### config.mk
export PLATFORM = sky130hd
export DESIGN_NAME = uut_result_packer
export DESIGN_NICKNAME = d
export VERILOG_FILES = /design/src/rtl/uut_result_packer.sv
export SDC_FILE = /design/constraint.sdc
export NUM_CORES = 2
export LEC_CHECK = 0
export BUFFER_PORTS_ARGS = -buffer_cell sky130_fd_sc_hd__buf_2
export CAP_MARGIN = 20
export CORE_MARGIN = 3
export CORE_UTILIZATION = 49
export DETAILED_ROUTE_END_ITERATION = 8
export HOLD_SLACK_MARGIN = 0.08
export PLACE_DENSITY = 0.77
export SLEW_MARGIN = 5
export SYNTH_ARGS = -nofsm -noshare
export SYNTH_HDL_FRONTEND = slang
export SYNTH_SLANG_ARGS = --single-unit
### constraint.sdc
create_clock -name clk -period 22.9 [get_ports clk]
set_clock_uncertainty 0.1 [all_clocks]
set_input_delay 2.29 -clock clk [delete_from_list [all_inputs] [get_ports clk]]
set_output_delay 2.29 -clock clk [all_outputs]
set_load 0.005 [all_outputs]
### src/rtl/uut_result_packer.sv
// uut_result_packer: runs one UUT measurement per start pulse, packs each result
// into a 32-byte big-endian record, and presents a 512-byte block for bytewise
// readout once the block is full or flushed.
module uut_result_packer #(
    parameter logic [31:0] TIMEOUT = 32'd1000000,
    parameter int          RECORDS = 16
) (
    input  logic         clk,
    input  logic         rst,
    input  logic         start,
    input  logic         flush,
    input  logic [63:0]  plaintext_i,
    output logic [63:0]  plaintext_uut,
    output logic         rst_uut,
    input  logic [127:0] hash_i,
    input  logic         end_i,
    output logic         busy,
    output logic         block_ready,
    input  logic         byte_rd,
    output logic [7:0]   byte_o,
    output logic [4:0]   rec_count
);

    typedef enum logic [1:0] {IDLE, RUN, STORE, READOUT} state_t;

    state_t        state;
    logic [31:0]   cycle_cnt;
    logic [31:0]   seq;
    logic [8:0]    rd_ptr;
    logic [31:0]   cap_count;
    logic [127:0]  cap_hash;
    logic [255:0]  rec_mem [16];
    logic [3:0]    rd_slot;

    // Pick byte idx (0 = most significant) out of a packed big-endian record.
    function automatic logic [7:0] rec_byte(input logic [255:0] rec, input logic [4:0] idx);
        int sh;
        sh = 8 * (31 - int'(idx));
        return rec[sh +: 8];
    endfunction

    // Status outputs are straight decodes of the state register.
    assign busy        = (state != IDLE);
    assign block_ready = (state == READOUT);
    assign rst_uut     = (state == IDLE);
    assign rd_slot     = rd_ptr[8:5];

    // Control FSM: measurement sequencing, record/seq bookkeeping, read pointer.
    always_ff @(posedge clk or negedge rst) begin
        if (!rst) begin
            state         <= IDLE;
            cycle_cnt     <= 32'd0;
            seq           <= 32'd0;
            rd_ptr        <= 9'd0;
            rec_count     <= 5'd0;
            plaintext_uut <= 64'd0;
        end else begin
            case (state)
                IDLE: begin
                    // A useful flush takes priority; an empty flush lets start through.
                    if (flush && rec_count != 5'd0) begin
                        rd_ptr <= 9'd0;
                        state  <= READOUT;
                    end else if (start) begin
                        plaintext_uut <= plaintext_i;
                        cycle_cnt     <= 32'd0;
                        state         <= RUN;
                    end
                end
                RUN: begin
                    if (end_i || cycle_cnt == TIMEOUT - 32'd1) begin
                        state <= STORE;
                    end else begin
                        cycle_cnt <= cycle_cnt + 32'd1;
                    end
                end
                STORE: begin
                    rec_count <= rec_count + 5'd1;
                    seq       <= seq + 32'd1;
                    if (rec_count + 5'd1 == 5'(RECORDS)) begin
                        rd_ptr <= 9'd0;
                        state  <= READOUT;
                    end else begin
                        state <= IDLE;
                    end
                end
                READOUT: begin
                    if (byte_rd) begin
                        if (rd_ptr == 9'd511) begin
                            rd_ptr    <= 9'd0;
                            rec_count <= 5'd0;
                            state     <= IDLE;
                        end else begin
                            rd_ptr <= rd_ptr + 9'd1;
                        end
                    end
                end
                default: state <= IDLE;
            endcase
        end
    end

    // Result capture and record buffer; data only, stale slots are masked on read.
    always_ff @(posedge clk) begin
        if (state == RUN) begin
            if (end_i) begin
                cap_count <= cycle_cnt;
                cap_hash  <= hash_i;
            end else if (cycle_cnt == TIMEOUT - 32'd1) begin
                cap_count <= 32'hFFFF_FFFF;
                cap_hash  <= 128'd0;
            end
        end
        if (state == STORE) begin
            rec_mem[rec_count[3:0]] <= {seq, cap_count, plaintext_uut, cap_hash};
        end
    end

    // Byte at the read pointer; slots not yet written this block read as zero.
    always_comb begin
        byte_o = 8'h00;
        if ({1'b0, rd_slot} < rec_count) begin
            byte_o = rec_byte(rec_mem[rd_slot], rd_ptr[4:0]);
        end
    end

endmodule

## Word-level counts from Yosys, hierarchy flattened

Memory sizes are Yosys's and may differ from the RTL's.
Cells that the tools add are included.

- Bits in registers: 304
- Bits in writable memories: 4,096
- Word-level logic and storage cells: 73
- Memories kept: 1

Memories:

| memory | depth | bits a word | read ports | clocked after memory_dff | write ports | line | RTL |
|---|---|---|---|---|---|---|---|
| rec_mem | 16 | 256 | 1 | 0 | 1 | 32 | `logic [255:0] rec_mem [16];` |

- $add $sub $neg: 5
- Magnitude comparators: 1
- Equal/unequal tests: 15
- Shifts and indexed selects: 1
- Multiplexer cells: 26
- Bitwise operators: 1
- Reductions and logical operators: 15

Operators with widths:

| operator | count |
|---|---|
| two-way mux 128 bit | 2 |
| indexed part select 256 x 9 -> 8 bit | 1 |
| two-way mux 32 bit | 5 |
| adder 32 x 1 -> 32 bit, second input constant | 2 |
| case mux 32 bit (2 select lines) | 1 |
| two-way mux 9 bit | 4 |
| equality test 32 x 20 -> 1 bit, second input constant | 1 |
| case mux 9 bit (3 select lines) | 1 |
| two-way mux 2 bit | 6 |
| AND reduction 4 bit | 3 |
| two-way mux 5 bit | 2 |
| inequality test 2 bit, second input constant | 5 |
| case mux 5 bit (2 select lines) | 1 |
| adder 9 x 1 -> 9 bit, second input constant | 1 |
| equality test 9 bit, second input constant | 1 |
| two-way mux 8 bit | 1 |
| case mux 2 bit (4 select lines) | 1 |
| nonzero test 2 bit | 4 |
| inequality test 2 x 1 -> 1 bit, second input constant | 3 |
| AND reduction 3 bit | 2 |
| subtractor 5 x 5 -> 6 bit, first input constant | 1 |
| adder 5 x 1 -> 5 bit, second input constant | 1 |
| equality test 5 bit, second input constant | 1 |
| < comparator 4 x 5 -> 1 bit | 1 |
| other kinds (11) | 13 |

## Logic depth before layout (Yosys ltp)

- Depth after elaboration: 4
- Mapped depth: 16

## Worst setup path before layout

No wires, ideal clock.

- Kind: register -> register
- From: register state[1]
- To: memory rec_mem[10][0] (enable)
- Library setup time: 0.878 ns
- Arrival time: 11.745 ns
- Required time: 21.922 ns
- Setup slack: 10.177 ns
- Cell stages (with the launch flop): 6
- Path buffers: 2
- Period minus slack after synthesis: 12.723 ns
- Path through: dfrtp_1 > clkbuf_1 > nor2b_1 > clkbuf_1 > nand2_1 > nor2_1

- Longest elaborated chain between the ends: 3

RTL lines:

| item | line | RTL |
|---|---|---|
| start, declared | 26 | `state_t state;` |
| start signal, assigned | 51 | `state <= IDLE;` |
| start signal, assigned | 63 | `state <= READOUT;` |
| start signal, assigned | 67 | `state <= RUN;` |
| equality test 2 bit | 114 | `if (state == STORE) begin` |
| two-way mux 1 bit | 114 |  |
| two-way mux 1 bit (not written as such) | 115 | `rec_mem[rec_count[3:0]] <= {seq, cap_count, plaintext_uut, cap_hash};` |
| end, declared | 32 |  |

Every way passes these cells.

## Worst setup path in the final report

- From: register rd_ptr[5]
- To: output port byte_o[4]

- Longest elaborated chain between the ends: 3

RTL lines:

| item | line | RTL |
|---|---|---|
| start, declared | 29 | `logic [8:0] rd_ptr;` |
| start signal, assigned | 94 | `rd_ptr <= rd_ptr + 9'd1;` |
| memory (16 x 256 bit) | n/a |  |
| indexed part select 256 x 9 -> 8 bit | 39 | `return rec[sh +: 8];` |
| two-way mux 8 bit * | 122 | `if ({1'b0, rd_slot} < rec_count) begin` |
| end, declared | 20 | `output logic [7:0] byte_o,` |

Every way passes the cells marked *; elsewhere a longest branch is shown, timed or not.

==> out/results.txt <==
outcome = finished clean
CTS sink cnt = 4400
DP Area = 0.176 sq mm
fill cell count = 24637
Clock Latency Late Sink = 0.98 ns
final setup margin = 12.09 ns
Pwr Density = 96.8 mW/mm^2
area leader, netlist = edfxtp_1
# DRC = 0
CTS tree = built
Max H-tree Level = 5
Area growth, synth to finish = 11.9%
Die ar. = 0.352 sq mm
Root Driver = clkbuf_16
relative slew slack = 0.189
post-route setup TNS = 0 ns
worst slew pin tran = 1.22 ns
Worst Path Required = 20.51 ns
total gr overflow = 0
1st-iter DRT viols = 12634
Vias/cell = 6.51
post-DR wirelength/cell = 32.5 um
RSZ-0062 raised after global routing = false
CP max-delay cell = dfrtp_4
dpl cells = 12828
Avg Cell Area, Syn = 20.4 sq um
post-CTS resize count = 0
die width = 593 um
syn nets = 8483
Final Cell Area = 0.189 sq mm
overall routing resource usage = 0.248
core region area = 0.343 sq mm
CP endpoint kind = output port
clk buf depth = 4
pin count of the biggest net entering global routing = 121
final wirelength = 442 mm
Top FF cell, synth = edfxtp_1
floorplan row count = 215
router iterations before antenna repair = 8
fin cells = 13610
CP Cell Sequence = buf_4 -> buf_4 -> buf_4 -> buf_4 -> mux4_2 -> a22o_1 -> a221oi_2 -> o22ai_1 -> or4b_1 -> o311ai_1 -> buf_4 -> a21oi_1 -> or3_1 -> buf_2
cell area after synthesis = 0.169 sq mm
CTS Hold Bufs = 0
# IOs = 278
crit path launch type = register
initial antenna violation count = 26
share of layout cells above drive strength 1 = 0.209
yosys warns = 0
CP top delay family = buffers and inverters
FMAX = 92.5 MHz
min Tclk post-route = 10.81 ns
commonest cells after routing, fill and taps aside = edfxtp_1, mux4_2, mux2i_1, nand2_1, clkbuf_16
top-area cell type share of the netlist area = 0.756
WS Path Type = register to output port
Setup violations, final = 0
first-pass GRT wire length = 635 mm
Worst VDD drop = 0.0916 mV
hold crit path type = register to register
IO Port Bufs = 277
vias in the first global route = 89736
Post-synth ARST share = 0.0327
Initial Utilization = 0.492
Area contributors post-synth = edfxtp_1, mux4_2, mux2i_1
Post-synth EDFFs = 4256
Most Frequent Cell on Critical Path = buf_4
Final Util = 0.551
Worst Path Buf+Inv = 6
Critical Path Max Stage Delay = 1.01 ns
Vias = 88581
maxcap violations = 0
Post-DP HPWL = 233 mm
Worst-path clk slew = 0.07 ns
setup bufs post-CTS = 0
Num CTS Buffers = 411
final hold vios = 0
Layout Nets = 8895
Cell variety after synth = 67
Die Ht = 593 um
Slew Limit Fails = 0
dpl ws = 13.05 ns
Max Fanout on Critical Path = 49
leakage = 57.7 nW
Final period util = 0.472
Arrival @ worst endpoint = 8.42 ns
Syn Inst Count = 8274
register area share after synthesis = 0.778
Synth Register Bits = 4400
Routed Antenna Nets = 0
most common cell after layout, fill and taps aside = edfxtp_1
Placer Congestion = 0.796
-- Yosys cell counts (45+ instances only) --
library cell  count
nor2_1          125
o221ai_1        123
and3_1           48
nor3_1          111
clkbuf_1        222
mux4_2          734
nand3_1          72
and2_1          140
buf_1            45
edfxtp_1       4256
dfrtp_1         144
nand2_1         444
nand4_1          46
o22ai_1          98
o21ai_0         112
mux2i_1         580
buf_4            63
a221oi_1         81
a21oi_1          72
buf_2            99
-- power breakdown --
part / switching, mW / leakage (nW) / total, mW / internal (mW)
logic: 0.910 / 11.2 / 1.24 / 0.327
registers: 0.572 / 40.0 / 10.3 / 9.74
clock network: 2.94 / 6.52 / 6.76 / 3.82
total: 4.43 / 57.7 / 18.3 / 13.9
-- per-stage QoR --
| stage | hold WS, ns | total power [mW] |
|---|---|---|
| 2_1_floorplan | 0.410 | 10.9 |
| 3_3_place_gp | 0.454 | 11.6 |
| 3_5_place_dp | 0.461 | 11.7 |
| 4_1_cts | 0.475 | 18.3 |
| 5_1_grt | 0.527 | 18.8 |
| 6_report | 0.476 | 18.3 |
-- layout make-up --
cell class                 instances  area [sq um]  area share
sequential                      4400        131000       0.695
multi-input combinational       3388         35300       0.187
tap                             4557          5700      0.0302
inverter                          14          57.6    0.000304
clock buffer                     524         11000      0.0584
antenna                           14          35.0    0.000185
timing repair buffer             471          3160      0.0167
clock inverter                   242          2310      0.0122
-- state kept, by name, indices dropped and copies added (netlist names) --
name / count
plaintext_uut: 64
rec_mem: 4096
cap_hash: 128
rec_count: 5
cycle_cnt: 32
cap_count: 32
rd_ptr: 9
seq: 32
state: 2
-- cell families after synthesis --
logic type / synth area share
DFF: 0.778
muxes: 0.134
and+or+nand+nor: 0.0323
AOI/OAI and AO/OA: 0.0373
buffers and inverters: 0.0148
xor gates and xnor gates: 0.00301
adders and majority gates: 0.000814
-- layer usage --
metal	up-vias	GRT usage	part of all wire
met5	-	0	0.00010
met4	6	0.106	0.045
met3	1053	0.0520	0.12
met2	6373	0.400	0.49
met1	46038	0.332	0.35
li1	35111	-	-
-- path summary, 6_finish.rpt --
check,startpoint,to,slack (ns),cells past startpoint
setup / recovery,rd_ptr[5],byte_o[4],12.09,14
hold reg to reg,cycle_cnt[5],cycle_cnt[5],0.48,2
max in group asynchronous,rst,rd_ptr[6],19.41,3
min in group asynchronous,rst,plaintext_uut[51],1.17,1
hold / removal,cycle_cnt[5],cycle_cnt[5],0.48,2
setup reg to reg,state[1],rec_mem[8][104],17.74,5
-- worst reg2reg max path, stage by stage, from the launching register on --
cell,delay (ns)
dfrtp_1,0.48
nor2b_1,0.80
nand2_1,0.56
nor2_4,0.90
buf_4,0.81
buf_4,1.03
(Power assumes the default switching activity.)
